$ cat src/rtl/paint_pkg.sv
// Shared constants for the paint pipeline: scan FSM encoding, brush radii and
// the colour codes used by the stamper (mirrors colors.svh).
package paint_pkg;

   localparam logic [1:0] IDLE  = 2'd0;
   localparam logic [1:0] STAMP = 2'd1;
   localparam logic [1:0] CLEAR = 2'd2;
   localparam logic [1:0] DONE  = 2'd3;

   // cmd_size is the brush radius; these name the resulting square edge
   localparam logic [1:0] R1 = 2'd0;
   localparam logic [1:0] R3 = 2'd1;
   localparam logic [1:0] R5 = 2'd2;
   localparam logic [1:0] R7 = 2'd3;

   localparam logic [2:0] COLOR_BLUE  = 3'b001;
   localparam logic [2:0] COLOR_GREEN = 3'b010;
   localparam logic [2:0] COLOR_RED   = 3'b100;
   localparam logic [2:0] ERASE_COLOR = 3'b111;

endpackage

$ cat src/rtl/clip_range.sv
// Clips one axis of a brush footprint, centre +/- r, to the canvas.
// Pure combinational; the top instantiates one per axis.
module clip_range #(
   parameter int CANVAS_MAX = 128,
   parameter int CW         = 8
) (
   input  logic [CW-1:0] centre,
   input  logic [1:0]    r,
   output logic [CW-1:0] lo,
   output logic [CW-1:0] hi,
   output logic          empty
);

   localparam int SW = CW + 2;
   localparam logic signed [SW-1:0] MAX_S = SW'(CANVAS_MAX - 1);

   logic signed [SW-1:0] c_s;
   logic signed [SW-1:0] r_s;
   logic signed [SW-2+1:0] lo_raw;
   logic signed [SW-1:0] hi_raw;
   logic signed [SW-1:0] lo_s;
   logic signed [SW-1:0] hi_s;

   // Two guard bits keep centre-r below zero and centre+r above the canvas
   // representable, so the clamps see the true value.
   always_comb begin
      c_s    = $signed({2'b00, centre});
      r_s    = $signed({{CW{1'b0}}, r});
      lo_raw = c_s - r_s;
      hi_raw = c_s + r_s;
      lo_s   = lo_raw;
      hi_s   = hi_raw;
      if (lo_raw[SW-1]) begin
         lo_s = '0;
      end
      if (hi_raw > MAX_S) begin
         hi_s = MAX_S;
      end
      empty = (c_s > MAX_S) || (lo_s > hi_s);
      lo    = lo_s[CW-1:0];
      hi    = hi_s[CW-1:0];
   end

endmodule

$ cat src/rtl/brush_stamper.sv
// Turns paint commands into a one-pixel-per-clock write stream for pixelStore,
// either a clipped square brush stamp or a full-canvas erase.
module brush_stamper
   import paint_pkg::*;
#(
   parameter int CANVAS_MAX = 128,
   parameter int CW         = 8
) (
   input  logic          clk,
   input  logic          reset,
   input  logic          cmd_valid,
   output logic          cmd_ready,
   input  logic          cmd_clear,
   input  logic [CW-1:0] cmd_cx,
   input  logic [CW-1:0] cmd_cy,
   input  logic [1:0]    cmd_size,
   input  logic [2:0]    cmd_color,
   output logic          brush,
   output logic [CW-1:0] wx,
   output logic [CW-1:0] wy,
   output logic [2:0]    newColor,
   output logic          done
);

   localparam logic [CW-1:0] MAX_COORD = CW'(CANVAS_MAX - 1);

   logic [1:0]    state;
   logic [CW-1:0] x_lo;
   logic [CW-1:0] x_hi;
   logic [CW-1:0] y_hi;

   logic [CW-1:0] clip_x_lo;
   logic [CW-1:0] clip_x_hi;
   logic [CW-1:0] clip_y_lo;
   logic [CW-1:0] clip_y_hi;
   logic          clip_x_empty;
   logic          clip_y_empty;

   logic          transfer;
   logic          last_col;
   logic          last_pix;

   clip_range #(.CANVAS_MAX(CANVAS_MAX), .CW(CW)) u_clip_x (
      .centre (cmd_cx),
      .r      (cmd_size),
      .lo     (clip_x_lo),
      .hi     (clip_x_hi),
      .empty  (clip_x_empty)
   );

   clip_range #(.CANVAS_MAX(CANVAS_MAX), .CW(CW)) u_clip_y (
      .centre (cmd_cy),
      .r      (cmd_size),
      .lo     (clip_y_lo),
      .hi     (clip_y_hi),
      .empty  (clip_y_empty)
   );

   // cmd_ready is only ever high in IDLE, so it doubles as the idle qualifier
   assign transfer = cmd_valid && cmd_ready;

   // wx/wy are the scan counters themselves: they always show the pixel
   // currently being written.
   assign last_col = (wx == x_hi);
   assign last_pix = last_col && (wy == y_hi);

   // STAMP and CLEAR share one raster walker; a clear is just a stamp whose
   // window is the whole canvas in the erase colour.
   always_ff @(posedge clk) begin
      if (reset) begin
         state     <= IDLE;
         cmd_ready <= 1'b1;
         brush     <= 1'b0;
         wx        <= '0;
         wy        <= '0;
         newColor  <= ERASE_COLOR;
         done      <= 1'b0;
         x_lo      <= '0;
         x_hi      <= '0;
         y_hi      <= '0;
      end else begin
         case (state)
            IDLE: begin
               done <= 1'b0;
               if (transfer) begin
                  cmd_ready <= 1'b0;
                  if (cmd_clear) begin
                     state    <= CLEAR;
                     brush    <= 1'b1;
                     wx       <= '0;
                     wy       <= '0;
                     x_lo     <= '0;
                     x_hi     <= MAX_COORD;
                     y_hi     <= MAX_COORD;
                     newColor <= ERASE_COLOR;
                  end else if (clip_x_empty || clip_y_empty) begin
                     state <= DONE;
                     done  <= 1'b1;
                  end else begin
                     state    <= STAMP;
                     brush    <= 1'b1;
                     wx       <= clip_x_lo;
                     wy       <= clip_y_lo;
                     x_lo     <= clip_x_lo;
                     x_hi     <= clip_x_hi;
                     y_hi     <= clip_y_hi;
                     newColor <= cmd_color;
                  end
               end
            end
            STAMP, CLEAR: begin
               if (last_pix) begin
                  state <= DONE;
                  brush <= 1'b0;
                  done  <= 1'b1;
               end else if (last_col) begin
                  wx <= x_lo;
                  wy <= wy + 1'b1;
               end else begin
                  wx <= wx + 1'b1;
               end
            end
            DONE: begin
               state     <= IDLE;
               done      <= 1'b0;
               cmd_ready <= 1'b1;
            end
            default: begin
               state     <= IDLE;
               brush     <= 1'b0;
               done      <= 1'b0;
               cmd_ready <= 1'b1;
            end
         endcase
      end
   end

endmodule

$ cat config.mk
export PLATFORM = sky130hd
export DESIGN_NAME = brush_stamper
export DESIGN_NICKNAME = d
export VERILOG_FILES = /design/src/rtl/paint_pkg.sv /design/src/rtl/clip_range.sv /design/src/rtl/brush_stamper.sv
export SDC_FILE = /design/constraint.sdc
export NUM_CORES = 1
export LEC_CHECK = 0
export ABC_AREA = 1
export CAP_MARGIN = 0
export CELL_PAD_IN_SITES_DETAIL_PLACEMENT = 1
export CELL_PAD_IN_SITES_GLOBAL_PLACEMENT = 2
export CORE_MARGIN = 1.5
export CORE_UTILIZATION = 28
export DETAILED_ROUTE_END_ITERATION = 6
export GPL_TIMING_DRIVEN = 0
export PLACE_DENSITY = 0.85
export SYNTH_ARGS = -nofsm -noshare
export SYNTH_HDL_FRONTEND = slang
export SYNTH_SLANG_ARGS = --single-unit
$ cat constraint.sdc
create_clock -name clk -period 2.9 [get_ports clk]
set_input_delay 0.435 -clock clk [delete_from_list [all_inputs] [get_ports clk]]
set_output_delay 0.435 -clock clk [all_outputs]
set_load 0.01 [all_outputs]
Yosys cells after proc, flatten, opt, wreduce, memory -nomap -nowiden
Cells that the tools add are included.
- latch bits: 0
- logic and storage cells: 87
- bits in writable memories: 0
- bits in read-only memories: 0
- register bits after elaboration: 48
- memories: 0
- divide/modulo/power cells: 0
- multiplexer cells: 39
- shift operators: 0
- add/sub/neg operators: 6
- reduce and logical (&&, ||, !) cells: 15
- bitwise logic cells: 0
- multiply operators: 0
- order comparisons: 6
- equal/unequal tests: 11
- operator list (operator ; number):
    two-way mux 8 bit ; 14
    case mux 8 bit (2 select lines) ; 2
    greater-than comparator 10 bit ; 2
    greater-than comparator 10 x 8 -> 1 bit, second input constant ; 2
    two-way mux 10 bit ; 2
    adder 8 x 2 -> 9 bit ; 2
    two-way mux 9 bit ; 2
    subtractor 8 x 2 -> 9 bit ; 2
    adder 8 x 1 -> 8 bit, second input constant ; 2
    equality test 8 bit ; 2
    greater-than comparator 8 x 7 -> 1 bit, second input constant ; 2
    != test 2 bit, second input constant ; 5
    two-way mux 1 bit ; 9
    two-way mux 2 bit ; 4
    AND reduction 4 bit ; 2
    two-way mux 3 bit ; 2
    case mux 2 bit (3 select lines) ; 1
    AND reduction 5 bit ; 1
    equality test 2 bit, second input constant ; 2
    case mux 1 bit (2 select lines) ; 2
    AND reduction 2 bit ; 2
    nonzero test 2 bit ; 2
    logical OR 1 bit ; 3
    != test 3 bit, second input constant ; 1
    6 further kinds ; 7

Longest topological paths before layout
- depth in word-level cells: 10
- depth in mapped cells: 28
- mapped depth without buffers: 27

By module
From an unflattened synthesis, not the netlist that was laid out.
- cell total of the unflattened synthesis: 668
- area total of the unflattened synthesis: 4134.0 um2
- modules (own cells, without submodules) (module ; times used ; cells each ; area each (um2)):
    brush_stamper ; 1 ; 423 ; 2765.2
    clip_range (u_clip_y) ; 1 ; 124 ; 689.4
    clip_range (u_clip_x) ; 1 ; 121 ; 679.4

Least setup slack after synthesis
Ideal clock, no wire load.
- path type: input-to-reg
- from: input port cmd_cy[0]
- to: register newColor[0]
- cell stages on the path: 25
- setup slack: -252 ps
- arrival time: 3036 ps
- setup time: 117 ps
- data required time: 2783 ps
- path through: inv_1 -> ha_1 -> inv_1 -> fa_1 -> nor2_1 -> inv_1 -> nor3_2 -> nand3_1 -> inv_1 -> nor2_1 -> ha_1 -> nand2_1 -> inv_1 -> nand2_1 -> nand2_1 -> nand2_1 -> nand3_1 -> nand2_1 -> nand3_4 -> nand2_2 -> nand2_4 -> buf_6 -> buf_6 -> a21oi_1 -> nand2_1
- longest elaborated chain between the ends: 8
- elaborated cells on any way between the ends: 11
- RTL lines (what ; line ; text):
    from (decl) ; brush_stamper.sv:15 ; input logic [CW-1:0] cmd_cy,
    adder 8 x 2 -> 9 bit ; clip_range.sv:30 ; hi_raw = c_s + r_s;
    greater-than comparator 10 x 8 -> 1 bit ; clip_range.sv:36 ; if (hi_raw > MAX_S) begin
    two-way mux 10 bit ; clip_range.sv:36 ;
    greater-than comparator 10 bit ; clip_range.sv:39 ; empty = (c_s > MAX_S) || (lo_s > hi_s);
    logical OR 1 bit * ; clip_range.sv:39 ;
    logical OR 1 bit * ; brush_stamper.sv:96 ; end else if (clip_x_empty || clip_y_empty) begin
    != test 2 bit (no line) * ; -- ;
    AND reduction 3 bit (no line) * ; -- ;
    to (signal assigned) ; brush_stamper.sv:107 ; newColor <= cmd_color;
    to (decl) ; brush_stamper.sv:21 ; output logic [2:0] newColor,
Every way passes the cells marked *; elsewhere a longest branch is shown, timed or not.
A chain may end at the register's enable or synchronous reset.

Final worst setup path
- from: input port cmd_size[1]
- to: register x_hi[5]
- longest elaborated chain between the ends: 8
- elaborated cells on any way between the ends: 19
- RTL lines (what ; line ; text):
    from (decl) ; brush_stamper.sv:16 ; input logic [1:0] cmd_size,
    adder 8 x 2 -> 9 bit ; clip_range.sv:30 ;
    greater-than comparator 10 x 8 -> 1 bit ; clip_range.sv:36 ;
    two-way mux 10 bit ; clip_range.sv:36 ;
    greater-than comparator 10 bit ; clip_range.sv:39 ;
    logical OR 1 bit ; clip_range.sv:39 ;
    logical OR 1 bit ; brush_stamper.sv:96 ;
    != test 2 bit (no line) ; -- ;
    AND reduction 3 bit (no line) ; -- ;
    to (signal assigned) ; brush_stamper.sv:105 ; x_hi <= clip_x_hi;
    to (decl) ; brush_stamper.sv:29 ; logic [CW-1:0] x_hi;
Several ways; a longest one is shown, not always the timed one. The select of a mux whose other input is x is not followed.

==> impl_results.md <==
* Outcome: finished, violations left
* Failing checks: negative setup slack
* Critical path class: in2reg
* Worst skew pair latency at 0.30 ns
* Setup TNS at -13.91 ns
* Core Area at 0.0134 mm²
* Startpoint types: input pin
* Core Util, Final at 44.7%
* Max IR drop VDD at 0.276 mV
* DR iter-0 viols at 149
* Cell mode on critical path: buf_4
* Compound-cell area share of the yosys netlist at 15.2%
* Unrepaired setup endpoints after global routing: true
* Starting Density at 29.0%
* CP arrival at 3.53 ns
* Clock Tree Root: clkbuf_16
* CP peak stage delay at 0.22 ns
* Critical path required time at 3.08 ns
* CTS sink cnt at 48
* Area Overhead vs Synth at 54.1%
* Crit path max-delay family: buffers and inverters
* Die ar. at 0.0146 mm²
* Hold crit path type: reg2reg
* Placed cells at 820
* Maxcap violations at 0
* Via count at 4,302
* Largest family of logic cells by synthesized area: simple AND/OR/NAND/NOR gates
* Fraction of final layout cells sized beyond drive strength 1 at 32.2%
* Leakage at 2.54 nW
* Via density at 4.87
* Syn_area_per_cell at 6.50 µm²
* Total Nets Final at 764
* N_diodes at 0
* IO buf count at 45
* Rows at 42
* R2R Setup Slk at 0.52 ns
* Clock skew at 0.00572 ns
* Post-synthesis mux area share at 0%
* Clock transition at path regs at 0.07 ns
* Synth Area in Adders at 11.1%
* GRT overflow at 0
* Hold_sp: y_hi[7]
* CTS max path bufs at 2
* Reg2reg start: state[0]
* Total GRT Usage at 19.5%
* Routed WL per cell at 16.1 µm
* Buf/Inv on CP at 16
* Fin crit share at 116%
* Routed Antenna Nets at 0
* Hold Vio Cnt, Final at 0
* Synth cell types at 42
* Levels on crit path at 25
* Total CTS buffers at 5
* Hold-fix buffers, CTS at 0
* Largest net degree at the start of global routing at 16
* # setup viols final at 46
* Cell count after synthesis at 598
* Hpwl dp at 9.91 mm
* Die H at 121 µm
* Post-Synth Simple-Gate Area at 32.4%
* Hold endpoint: y_hi[7]
* Worst Max-Slew Pin Slew at 0.696 ns
* DRC viols at 0
* CP Capture Type: flip-flop
* Initial antenna violation count at 0
* Min Tclk post-route at 3.35 ns
* Max-slew violations at 0
* Worst r2r path cells at 8
* DR pass1 iterations at 4
* Fmax at 299 MHz
* First-pass GRT wire length at 22.5 mm
* Worst-path maximum fanout at 4
* Post-Layout Cell Count at 884
* Xor/xnor share of the synthesized area at 6.09%
* Synthesized area at 0.00388 mm²
* Part of the Yosys area used for sequential elements at 24.7%
* Reg2reg end: wx[0]
* GP Congestion at 0.846
* Pwr/cell area at 770 mW/mm²
* Hold Path Stages at 2
* Critical Path Slowest Stage Cell: ha_4
* Slew Limit Headroom at 53.6%
* CTS tree: done
* Yosys warning total at 0
* H-tree depth at 2
* Ports at 47
* Vias in the first global route at 4,530
* Chip width at 121 µm
* Seq cells post-synth at 48
* Final setup margin at -0.450 ns
* Routed wire length at 14.3 mm
power by group:
group	switching, W	total (W)	internal, W
clock network	0.000280	0.000713	0.000433
registers	0.000251	0.00111	0.000860
logic	0.00155	0.00279	0.00124
how the worst max path moves through the flow:
stage                            from           to  slack, ns
final                     cmd_size[1]      x_hi[5]      -0.45
after global routing      cmd_size[1]        wy[0]      -0.60
after CTS                   cmd_cy[0]      x_lo[1]      -0.27
after detailed placement  cmd_size[1]        wx[0]      -1.71
after global placement    cmd_size[1]        wx[0]      -1.53
after floorplan             cmd_cy[0]  newColor[1]      -0.18
synthesized netlist by cell type, drive strengths merged:
cell type | instances | area share [%]
a21oi | 45 | 5.9
a31oi | 1 | 0.16
a32oi | 1 | 0.23
buf | 14 | 2.7
clkbuf | 5 | 0.48
clkinv | 2 | 0.19
conb | 1 | 0.097
dfxtp | 48 | 25
fa | 4 | 2.1
ha | 28 | 9.0
inv | 73 | 7.1
nand2 | 128 | 13
nand3 | 35 | 5.0
nand3b | 5 | 0.97
nand4 | 7 | 1.1
nor2 | 88 | 8.6
nor2b | 1 | 0.16
nor3 | 16 | 2.3
nor3b | 1 | 0.19
o211ai | 4 | 0.77
o21ai | 53 | 6.9
o21bai | 3 | 0.68
o22ai | 2 | 0.32
o32ai | 1 | 0.23
or2 | 5 | 0.81
xnor2 | 14 | 3.2
xor2 | 13 | 2.9
sequential cells by signal (all words and copies together), names as in the netlist:
register / flops
brush: 1
x_lo: 8
cmd_ready: 1
wx: 8
newColor: 3
state: 2
wy: 8
x_hi: 8
done: 1
y_hi: 8
layout make-up:
class | count | area [µm²]
Fill cell | 1677 | 7410
Multi-Input combinational cell | 457 | 3200
Timing Repair Buffer | 101 | 965
Sequential cell | 48 | 961
Inverter | 75 | 308
Tap cell | 176 | 220
Buffer | 19 | 150
Clock buffer | 6 | 139
Clock inverter | 2 | 38.8
per-layer routing:
metal,vias up,track usage (%),wire [µm]
met5,-,0,0
met2,62,35.7,7340
met1,2077,24.3,6420
met4,0,5.29,210
met3,14,1.84,292
li1,2149,-,-
cells in the final DEF, fill, tap and decap left out, drive strengths merged, types with 14 or more instances in the layout:
cell type / n
nand2: 128
nor2: 88
buf: 75
inv: 72
o21ai: 53
dfxtp: 48
a21oi: 45
nand3: 35
clkdlybuf4s50: 30
ha: 28
nor3: 16
xnor2: 14
kinds of logic after synthesis:
logic type	after synthesis
AO/OA/AOI/OAI	110
adder cells (fa/ha/maj)	32
AND/OR/NAND/NOR	286
XOR/XNOR	27
other	1
buffers and inverters	94
flip-flops	48
stage by stage:
step           power [W]  area [µm²]  hold WS, ns  setup slack, ns
2_1_floorplan    0.00261        4000        0.436           -0.180
3_3_place_gp     0.00333        4670        0.443            -1.53
3_5_place_dp     0.00340        4670        0.452            -1.71
4_1_cts          0.00439        5640        0.463           -0.270
5_1_grt          0.00497        5990        0.495           -0.597
6_report         0.00461        5990        0.464           -0.450
what timing repair did:
item | in CTS | in global routing
pin swaps | 53 | 43
cloned | 3 | 0
gates resized for setup | 158 | 58
setup buffers | 37 | 16
setup endpoints to repair | 46 | 46
worst min-delay path, stage by stage, from the launching register on:
cell	delay [ns]
dfxtp_1	0.32
nand2_1	0.06
nor2_1	0.04
Note: power is estimated with default switching activity, not from simulation.
